$ cat src/rtl/serial_subtractor.sv
// Bit-serial unsigned/two's-complement subtractor: one bit per clock, LSB first.
// The result and its flags are published only on the cycle that finishes the last bit.
module serial_subtractor #(
    parameter int WIDTH = 8
) (
    input  logic             clk,
    input  logic             rst,
    input  logic             start,
    input  logic [WIDTH-1:0] a,
    input  logic [WIDTH-1:0] b,
    output logic [WIDTH-1:0] diff,
    output logic             borrow,
    output logic             zero,
    output logic             overflow,
    output logic             busy,
    output logic             done
);

    localparam int CW = (WIDTH > 1) ? $clog2(WIDTH) : 1;

    typedef enum logic [1:0] {
        IDLE  = 2'd0,
        SHIFT = 2'd1,
        DONE  = 2'd2
    } state_t;

    state_t           state_reg, state_next;
    logic [WIDTH-1:0] a_reg, b_reg, acc_reg, acc_next;
    logic [WIDTH:0]   acc_wide;
    logic [CW-1:0]    cnt_reg;
    logic             br_reg, br_next, d_bit, last_bit;

    always_comb begin
        d_bit    = a_reg[0] ^ b_reg[0] ^ br_reg;
        br_next  = (~a_reg[0] & b_reg[0]) | (~(a_reg[0] ^ b_reg[0]) & br_reg);
        acc_wide = {d_bit, acc_reg};
        acc_next = acc_wide[WIDTH:1];
        last_bit = (cnt_reg == CW'(WIDTH - 1));
    end

    always_comb begin
        state_next = state_reg;
        unique case (state_reg)
            IDLE:    if (start) state_next = SHIFT;
            SHIFT:   if (last_bit) state_next = DONE;
            DONE:    state_next = IDLE;
            default: state_next = IDLE;
        endcase
    end

    assign busy = (state_reg == SHIFT);
    assign done = (state_reg == DONE);

    always_ff @(posedge clk or posedge rst) begin
        if (rst) state_reg <= IDLE;
        else     state_reg <= state_next;
    end

    // Operands shift right so bit 0 is always the bit being processed; the
    // partial difference fills acc_reg from the top and stays internal.
    always_ff @(posedge clk or posedge rst) begin
        if (rst) begin
            a_reg    <= '0;
            b_reg    <= '0;
            acc_reg  <= '0;
            br_reg   <= 1'b0;
            cnt_reg  <= '0;
            diff     <= '0;
            borrow   <= 1'b0;
            zero     <= 1'b0;
            overflow <= 1'b0;
        end else begin
            case (state_reg)
                IDLE: begin
                    if (start) begin
                        a_reg   <= a;
                        b_reg   <= b;
                        acc_reg <= '0;
                        br_reg  <= 1'b0;
                        cnt_reg <= '0;
                    end
                end
                SHIFT: begin
                    a_reg   <= a_reg >> 1;
                    b_reg   <= b_reg >> 1;
                    acc_reg <= acc_next;
                    br_reg  <= br_next;
                    if (!last_bit) cnt_reg <= cnt_reg + 1'b1;
                    // On the last bit a_reg[0]/b_reg[0] hold the operand sign bits.
                    if (last_bit) begin
                        diff     <= acc_next;
                        borrow   <= br_next;
                        zero     <= (acc_next == '0);
                        overflow <= (a_reg[0] != b_reg[0]) &
                                    (acc_next[WIDTH-1] != a_reg[0]);
                    end
                end
                default: ;
            endcase
        end
    end

endmodule

$ cat config.mk
export PLATFORM = sky130hd
export DESIGN_NAME = serial_subtractor
export DESIGN_NICKNAME = d
export VERILOG_FILES = /design/src/rtl/serial_subtractor.sv
export SDC_FILE = /design/constraint.sdc
export NUM_CORES = 1
export LEC_CHECK = 0
export ABC_AREA = 1
export BUFFER_PORTS_ARGS = -buffer_cell sky130_fd_sc_hd__buf_4
export CORE_MARGIN = 2
export CORE_UTILIZATION = 45
export CTS_CLUSTER_DIAMETER = 150
export CTS_CLUSTER_SIZE = 10
export DETAILED_ROUTE_END_ITERATION = 8
export PLACE_DENSITY = 0.79
export RECOVER_POWER = 100
export SYNTH_ARGS = -nofsm -noshare
export SYNTH_HDL_FRONTEND = slang
export SYNTH_SLANG_ARGS = --single-unit
$ cat constraint.sdc
create_clock -name clk -period 1.6 [get_ports clk]
set_clock_uncertainty 0.2 [all_clocks]
set_input_delay 0.32 -clock clk [delete_from_list [all_inputs] [get_ports clk]]
set_output_delay 0.32 -clock clk [all_outputs]
set_load 0.02 [all_outputs]
==> results of run 1 <==
placed cells by master, fill, tap and decap left out:
cell type / Yosys / layout
inv_1: 14 / 14
fa_2: 0 / 1
buf_12: 0 / 1
clkinv_4: 0 / 1
nand4_1: 4 / 4
buf_4: 2 / 42
dlygate4sd3_1: 0 / 1
dfrtp_2: 0 / 1
nand3_1: 34 / 33
ha_1: 3 / 3
clkbuf_1: 0 / 2
o22ai_1: 7 / 7
clkbuf_8: 0 / 5
nand2_1: 58 / 57
dfrtp_1: 40 / 39
nand3_2: 0 / 1
nor2_2: 2 / 3
clkbuf_4: 0 / 2
nand2_2: 1 / 2
inv_2: 2 / 2
o21ai_0: 2 / 2
o21ai_1: 10 / 10
nor2_1: 6 / 5
power breakdown:
part | internal (mW) | switching, mW
Clock | 0.311 | 0.331
Sequential | 1.42 | 0.209
Combinational | 0.808 | 1.09
Total | 2.54 | 1.63
per-stage QoR:
step	setup WS (ns)	setup TNS [ns]	hold WS [ns]
5_1_grt	-0.08402	-0.1152	0.02463
3_3_place_gp	0.06330	0	0.1967
2_1_floorplan	0.06233	0	0.2296
4_1_cts	0.008037	0	0.02256
3_5_place_dp	0.02783	0	0.1989
6_report	0.03468	0	0.02802
layer usage:
metal	part of all wire, %	track usage, %	vias to the layer above	wire length [um]
li1	-	-	719	-
met1	45	23.22	695	1563
met2	48	29.80	34	1667
met3	5.3	5.111	7	183
met4	1.7	9.439	0	58
met5	0	0	-	0
kinds of logic after synthesis:
| group | synth area share (%) |
|---|---|
| AOI/OAI and AO/OA | 6.010 |
| and+or+nand+nor | 26.28 |
| buffers and inverters | 6.444 |
| DFF | 57.93 |
| adders and majority gates | 3.331 |
what timing repair did:
item / CTS / global route
hold endpoints to repair: 40 / 0
pin swaps: 0 / 7
hold buffers: 1 / 0
setup endpoints to repair: 1 / 10
buffers inserted: 2 / 2
gates resized for setup: 0 / 5
worst paths after layout:
path,startpoint,depth (start not counted),to,slack (ns)
setup / recovery,br_reg$_DFFE_PP0P_,5,zero$_DFFE_PP0P_,0.03
hold / removal,a[7],3,a_reg[7]$_DFFE_PP0P_,0.03
setup reg to reg,br_reg$_DFFE_PP0P_,5,zero$_DFFE_PP0P_,0.03
hold reg to reg,overflow$_DFFE_PP0P_,2,overflow$_DFFE_PP0P_,0.29
max in group asynchronous,rst,4,state_reg[0]$_DFFE_PP0P_,0.28
min in group asynchronous,rst,4,diff[3]$_DFFE_PP0P_,0.54
worst max-delay path: cells and delay by family (launching register included):
kind,cells,cell delay (ns)
flip-flops,1,0.41
adder cells (fa/ha/maj),1,0.61
AND/OR/NAND/NOR,4,0.29
area by class of cell:
type                    count  area share (%)
flip-flops and latches     40           45.64
multi-input cells         128           28.60
repair buffers             46           16.41
clock buffers               7           3.476
inverters                  16           2.735
well taps                  48           2.735
clock inverters             1          0.3989
==> flow_summary_export.csv, run 1 <==
group,metric,value,unit
power,vdd_drop_max,0.7814,mV
detailed_routing,drt-initial-drc-count,105,
floorplan,cell_rows,22,
setup_path,crit_path_end_kind,"flop",
synth,ys_top_cells_by_count,"58 x nand2_1, 40 x dfrtp_1, 34 x nand3_1, 14 x inv_1, 10 x o21ai_1",
cells_and_area,fillers,325,
cells_and_area,design_area,2196,sq um
power,fin_total_pwr,4.171,mW
synth,synthDistinctLibCells,17,
placed_design,port-buffer-count,31,
synth,yosys_most_used_dff,"dfrtp_1",
synth,most_common_cell_in_the_netlist,"nand2_1",
clock_tree,cts_inserted_buffers,5,
placed_design,detailedPlacementHpwl,2361,um
timing,rsz0062_at_grt,"true",
setup_path,critical_path.max_fanout,4,
setup_path,worst_ep_required_time,1.63,ns
floorplan,die-width,65.97,um
synth,avgSynthCellArea,9.000,sq um
placed_design,post_dp_cell_area,2069,sq um
timing,setup-violations-final,0,
clock_tree,clkSinkCount,40,
grt,number_of_antenna_violations_at_the_first_check_in_global_routing,0,
detailed_routing,antenna_left,0,
detailed_routing,wirelength,3473,um
timing,timing.fmax,638.8,MHz
synth,yosysSeqAreaShare,57.93,%
setup_path,crit_slowest_cell,"fa_2",
clock_tree,cts_root_buf,"clkbuf_8",
timing,slew_violations,0,
cells_and_area,drive_above_1_share,25.63,%
cells_and_area,finalNetCount,260,
cells_and_area,finalCoreUtilization,59.53,%
timing,timing.final.crit_share,97.83,%
setup_path,worstPathArrival,1.59,ns
floorplan,dieHeight,65.97,um
clock_tree,clk_path_buf_depth,2,
cells_and_area,num_antenna_cells,0,
detailed_routing,num_vias,1455,
clock_tree,worst_skew_pair.late_latency,0.29,ns
timing,tightest_slew,0.5198,ns
run_status,outcome,"finished clean",
synth,synth_async_sr_flop_share,100.0,%
synth,synthTopCellsByArea,"dfrtp_1 58%, nand2_1 13%, nand3_1 9.8%",
clock_tree,cts_htree_levels,2,
grt,grt-ovfl-total,0,
cells_and_area,final-instance-count-excl-fill,286,
cells_and_area,multi_input_comb_area,628.1,sq um
floorplan,floorplan.core_area,3689,sq um
synth,number_of_synthesized_flops_with_an_enable_pin,0,
cells_and_area,seqCellArea,1002,sq um
cells_and_area,area_growth_syn_to_layout,27.08,%
clock_tree,clk_transition_reported_paths,0.07,ns
floorplan,initial_utilization,46.85,%
synth,synth_top_area_share,57.93,%
setup_path,path_common_cell,"nand2_1",
power,power.density,1900,nW/um^2
grt,pin_count_of_the_biggest_net_entering_global_routing,41,
synth,synthesis.nets,215,
setup_path,cp-start-kind,"flop",
synth,synth_seq_cells,40,
timing,timing.final.hold_violations,0,
worst_hold_path,hp-class,"input port to flop",
setup_path,worst_path_cell_trace,"fa_2, nand2_1, nor2_1, nand3_1, nand2_1",
placed_design,placedCellCount,273,
clock_tree,cts_tree,"built",
detailed_routing,drt-pass1-iter-count,4,
detailed_routing,avgRoutedWirePerCell,12.14,um
detailed_routing,via_per_inst,5.087,
floorplan,fp.dieArea,4351,sq um
timing,max-slew-margin-rel,65.34,%
timing,period_needed,1.565,ns
synth,synth.largest_area_cell,"dfrtp_1",
synth,yosysWarnings,0,
synth,synthesis.area,1728,sq um
detailed_routing,remaining_drc_errors,0,
setup_path,cp_slowest_stage_delay,0.61,ns
grt,grt_pass1_vias,1423,
floorplan,design.portCount,32,
setup_path,timing.setup.critical_path_class,"flop to flop",
run,max_cap_violations,0,
placed_design,place_congestion,0.8038,
grt,track_usage,18.64,%
power,cell_leakage_power,1.139,nW
grt,grt_pass1_wl,6092,um
synth,syn_inst,192,
No activity file was read; power rests on OpenSTA's default activity.
==> inputs of run 2 (changes only) <==
--- a/config.mk
+++ b/config.mk
@@ -12,7 +12,8 @@
 export CTS_CLUSTER_DIAMETER = 150
 export CTS_CLUSTER_SIZE = 10
 export DETAILED_ROUTE_END_ITERATION = 8
-export PLACE_DENSITY = 0.79
+export GPL_TIMING_DRIVEN = 0
+export PLACE_DENSITY = 0.77
 export RECOVER_POWER = 100
 export SYNTH_ARGS = -nofsm -noshare
 export SYNTH_HDL_FRONTEND = slang
==> constraint.sdc (replaced) <==
create_clock -name clk -period 1.5 [get_ports clk]
set_clock_uncertainty 0.2 [all_clocks]
set_input_delay 0.3 -clock clk [delete_from_list [all_inputs] [get_ports clk]]
set_output_delay 0.3 -clock clk [all_outputs]
set_load 0.02 [all_outputs]
==> run 2 against run 1 <==
Against the previous run:
- the run now ends with hold timing, setup timing left
- non-clock buffer count grew 11
- die area unchanged
- global-route usage shrank 0.10 points
- critical endpoint unchanged
- register-to-register slack got worse by 0.12 ns
- highest routed layer unchanged
- sequential power up 6%
- worst hold slack worse by 0.068 ns
- worst setup slack got worse by 0.12 ns
==> flow_summary_export.csv, run 2 (same netlist as run 1, synthesis figures left out) <==
group,metric,value,unit
clock_tree,clk_transition_reported_paths,0.08,ns
detailed_routing,avgRoutedWirePerCell,13.32,um
grt,grt_pass1_vias,1330,
setup_path,timing.setup.critical_path_class,"flop to flop",
placed_design,port-buffer-count,31,
cells_and_area,drive_above_1_share,27.71,%
grt,grt-ovfl-total,0,
cells_and_area,layout.cells.most_common_list,"56 x nand2_1, 40 x dfrtp_1, 32 x buf_4, 32 x nand3_1, 12 x inv_1",
cells_and_area,finalCoreUtilization,63.03,%
clock_tree,clk_path_buf_depth,2,
timing,max-slew-margin-rel,45.66,%
floorplan,die-width,65.97,um
cells_and_area,final-instance-count-excl-fill,297,
cells_and_area,num_antenna_cells,0,
timing,timing.fmax,631.2,MHz
power,sw_frac_of_total,39.17,%
clock_tree,cts_tree,"built",
floorplan,floorplan.core_area,3689,sq um
power,seq_power_share,36.0,%
timing,slew_violations,0,
timing,finalWorstSetupSlack,-0.08427,ns
run_status,outcome,"finished with violations",
setup_path,worst_ep_required_time,1.55,ns
power,vdd_drop_max,0.9294,mV
timing,tightest_slew,0.8139,ns
detailed_routing,drt-pass1-iter-count,4,
setup_path,path_common_cell,"nand2_1",
worst_hold_path,hp-class,"input port to asynchronous set/reset pin",
placed_design,detailedPlacementHpwl,2318,um
placed_design,placedCellCount,271,
power,cellInternalPower,2.913,mW
grt,grt_pass1_wl,5975,um
cells_and_area,area_growth_syn_to_layout,34.54,%
timing,rsz0062_at_grt,"true",
floorplan,dieHeight,65.97,um
timing,period_needed,1.584,ns
setup_path,critical_path.max_fanout,5,
grt,track_usage,18.54,%
floorplan,initial_utilization,46.85,%
detailed_routing,drt-initial-drc-count,57,
clock_tree,cts_root_buf,"clkbuf_8",
timing,timing.final.crit_share,105.6,%
cells_and_area,mostFrequentLayoutCell,"nand2_1",
floorplan,fp.dieArea,4351,sq um
cells_and_area,fillers,314,
timing,setup-violations-final,4,
power,power.density,2060,nW/um^2
setup_path,cp_slowest_stage_delay,0.63,ns
floorplan,cell_rows,22,
power,power.net_switching,1.876,mW
timing,timing.final.hold_violations,40,
detailed_routing,via_per_inst,5.040,
detailed_routing,antenna_left,0,
cells_and_area,seqCellArea,1001,sq um
power,relative_contribution_of_the_clock_network_to_total_power,18.4,%
cells_and_area,finalNetCount,271,
setup_path,crit_slowest_cell,"fa_2",
clock_tree,clkSinkCount,40,
floorplan,design.portCount,32,
detailed_routing,wirelength,3957,um
grt,pin_count_of_the_biggest_net_entering_global_routing,41,
power,fin_total_pwr,4.790,mW
run,max_cap_violations,0,
setup_path,crit_path_end_kind,"flop",
timing,hold_slack,-0.03971,ns
grt,number_of_antenna_violations_at_the_first_check_in_global_routing,0,
clock_tree,worst_skew_pair.late_latency,0.30,ns
cells_and_area,multi_input_comb_area,666.9,sq um
clock_tree,cts_htree_levels,2,
clock_tree,cts_inserted_buffers,5,
placed_design,place_congestion,0.7465,
detailed_routing,remaining_drc_errors,0,
detailed_routing,num_vias,1497,
power,cell_leakage_power,1.185,nW
setup_path,cp-start-kind,"flop",
setup_path,worstPathArrival,1.63,ns
setup_path,worst_path_cell_trace,"fa_2, nand2_1, nor2_1, nand3_1, nand2_1",
run_status,failed_checks,"hold timing, setup timing",
power,fraction_of_power_consumed_by_combinational_cells,45.7,%
[run 2: changes by cell type in the layout (fill, tap and decap cells not counted), sizes merged]
| cell | delta |
|---|---|
| bufinv | +1 |
| clkinvlp | +1 |
| clkbuf | +9 |
[run 2: layout make-up]
cell class                      instances  area share [%]
Multi-Input combinational cell        128           28.69
Clock inverter                          3           1.830
Timing Repair Buffer                   49           15.02
Buffer                                  8           3.283
Inverter                               16           2.583
Sequential cell                        40           43.06
Clock buffer                            5           2.960
Tap cell                               48           2.583
[run 2: per-layer routing]
metal / global-route usage [%] / share of wire, % / vias to the layer above / wire length (um)
li1: - / - / 743 / -
met1: 25.93 / 44 / 712 / 1752
met2: 26.89 / 49 / 34 / 1936
met3: 4.940 / 4.9 / 8 / 193
met4: 8.673 / 1.9 / 0 / 75
met5: 0 / 0 / - / 0
[run 2: what timing repair did]
item                                    CTS  global route
hold buffers                              1             0
gates cloned                              0             1
resized for setup                        11            23
buffers inserted                          8             8
pin swaps                                 4             9
hold endpoints to repair                 18             0
endpoints found under the setup margin   16            37
[run 2: metrics by stage]
stage               TNS, ns  setup WS, ns  instance area, sq um
finish              -0.2991      -0.08427                  2325
global route         -1.563       -0.1521                  2325
CTS                 -0.3183      -0.09129                  2240
detailed placement  -0.4897       -0.1317                  2021
global placement     -18.25       -0.4493                  2021
floorplan                 0      0.001158                  1728
[run 2: power groups by stage]
stage / registers (mW) / clock network (mW) / logic (mW)
finish: 1.72 / 0.880 / 2.19
global placement: 1.73 / 0 / 1.80
global route: 1.77 / 0.945 / 2.42
detailed placement: 1.75 / 0 / 1.83
floorplan: 1.87 / 0 / 1.15
CTS: 1.72 / 0.887 / 2.08
[run 2: final timing paths]
check                                      from                    to  slack [ns]  depth (start not counted)
max                          br_reg$_DFFE_PP0P_      zero$_DFFE_PP0P_       -0.08                          5
min in group clk                           a[3]  a_reg[3]$_DFFE_PP0P_           0                          3
min                                         rst      zero$_DFFE_PP0P_       -0.04                          2
min reg2reg                overflow$_DFFE_PP0P_  overflow$_DFFE_PP0P_        0.28                          2
max in group asynchronous                   rst  b_reg[2]$_DFFE_PP0P_        0.63                          2
max reg2reg                  br_reg$_DFFE_PP0P_      zero$_DFFE_PP0P_       -0.08                          5
[run 2: critical path: cells and delay by family (launching register included)]
kind / cells / cell delay [ns]
flops: 1 / 0.41
simple gates: 4 / 0.30
fa+ha+maj: 1 / 0.63
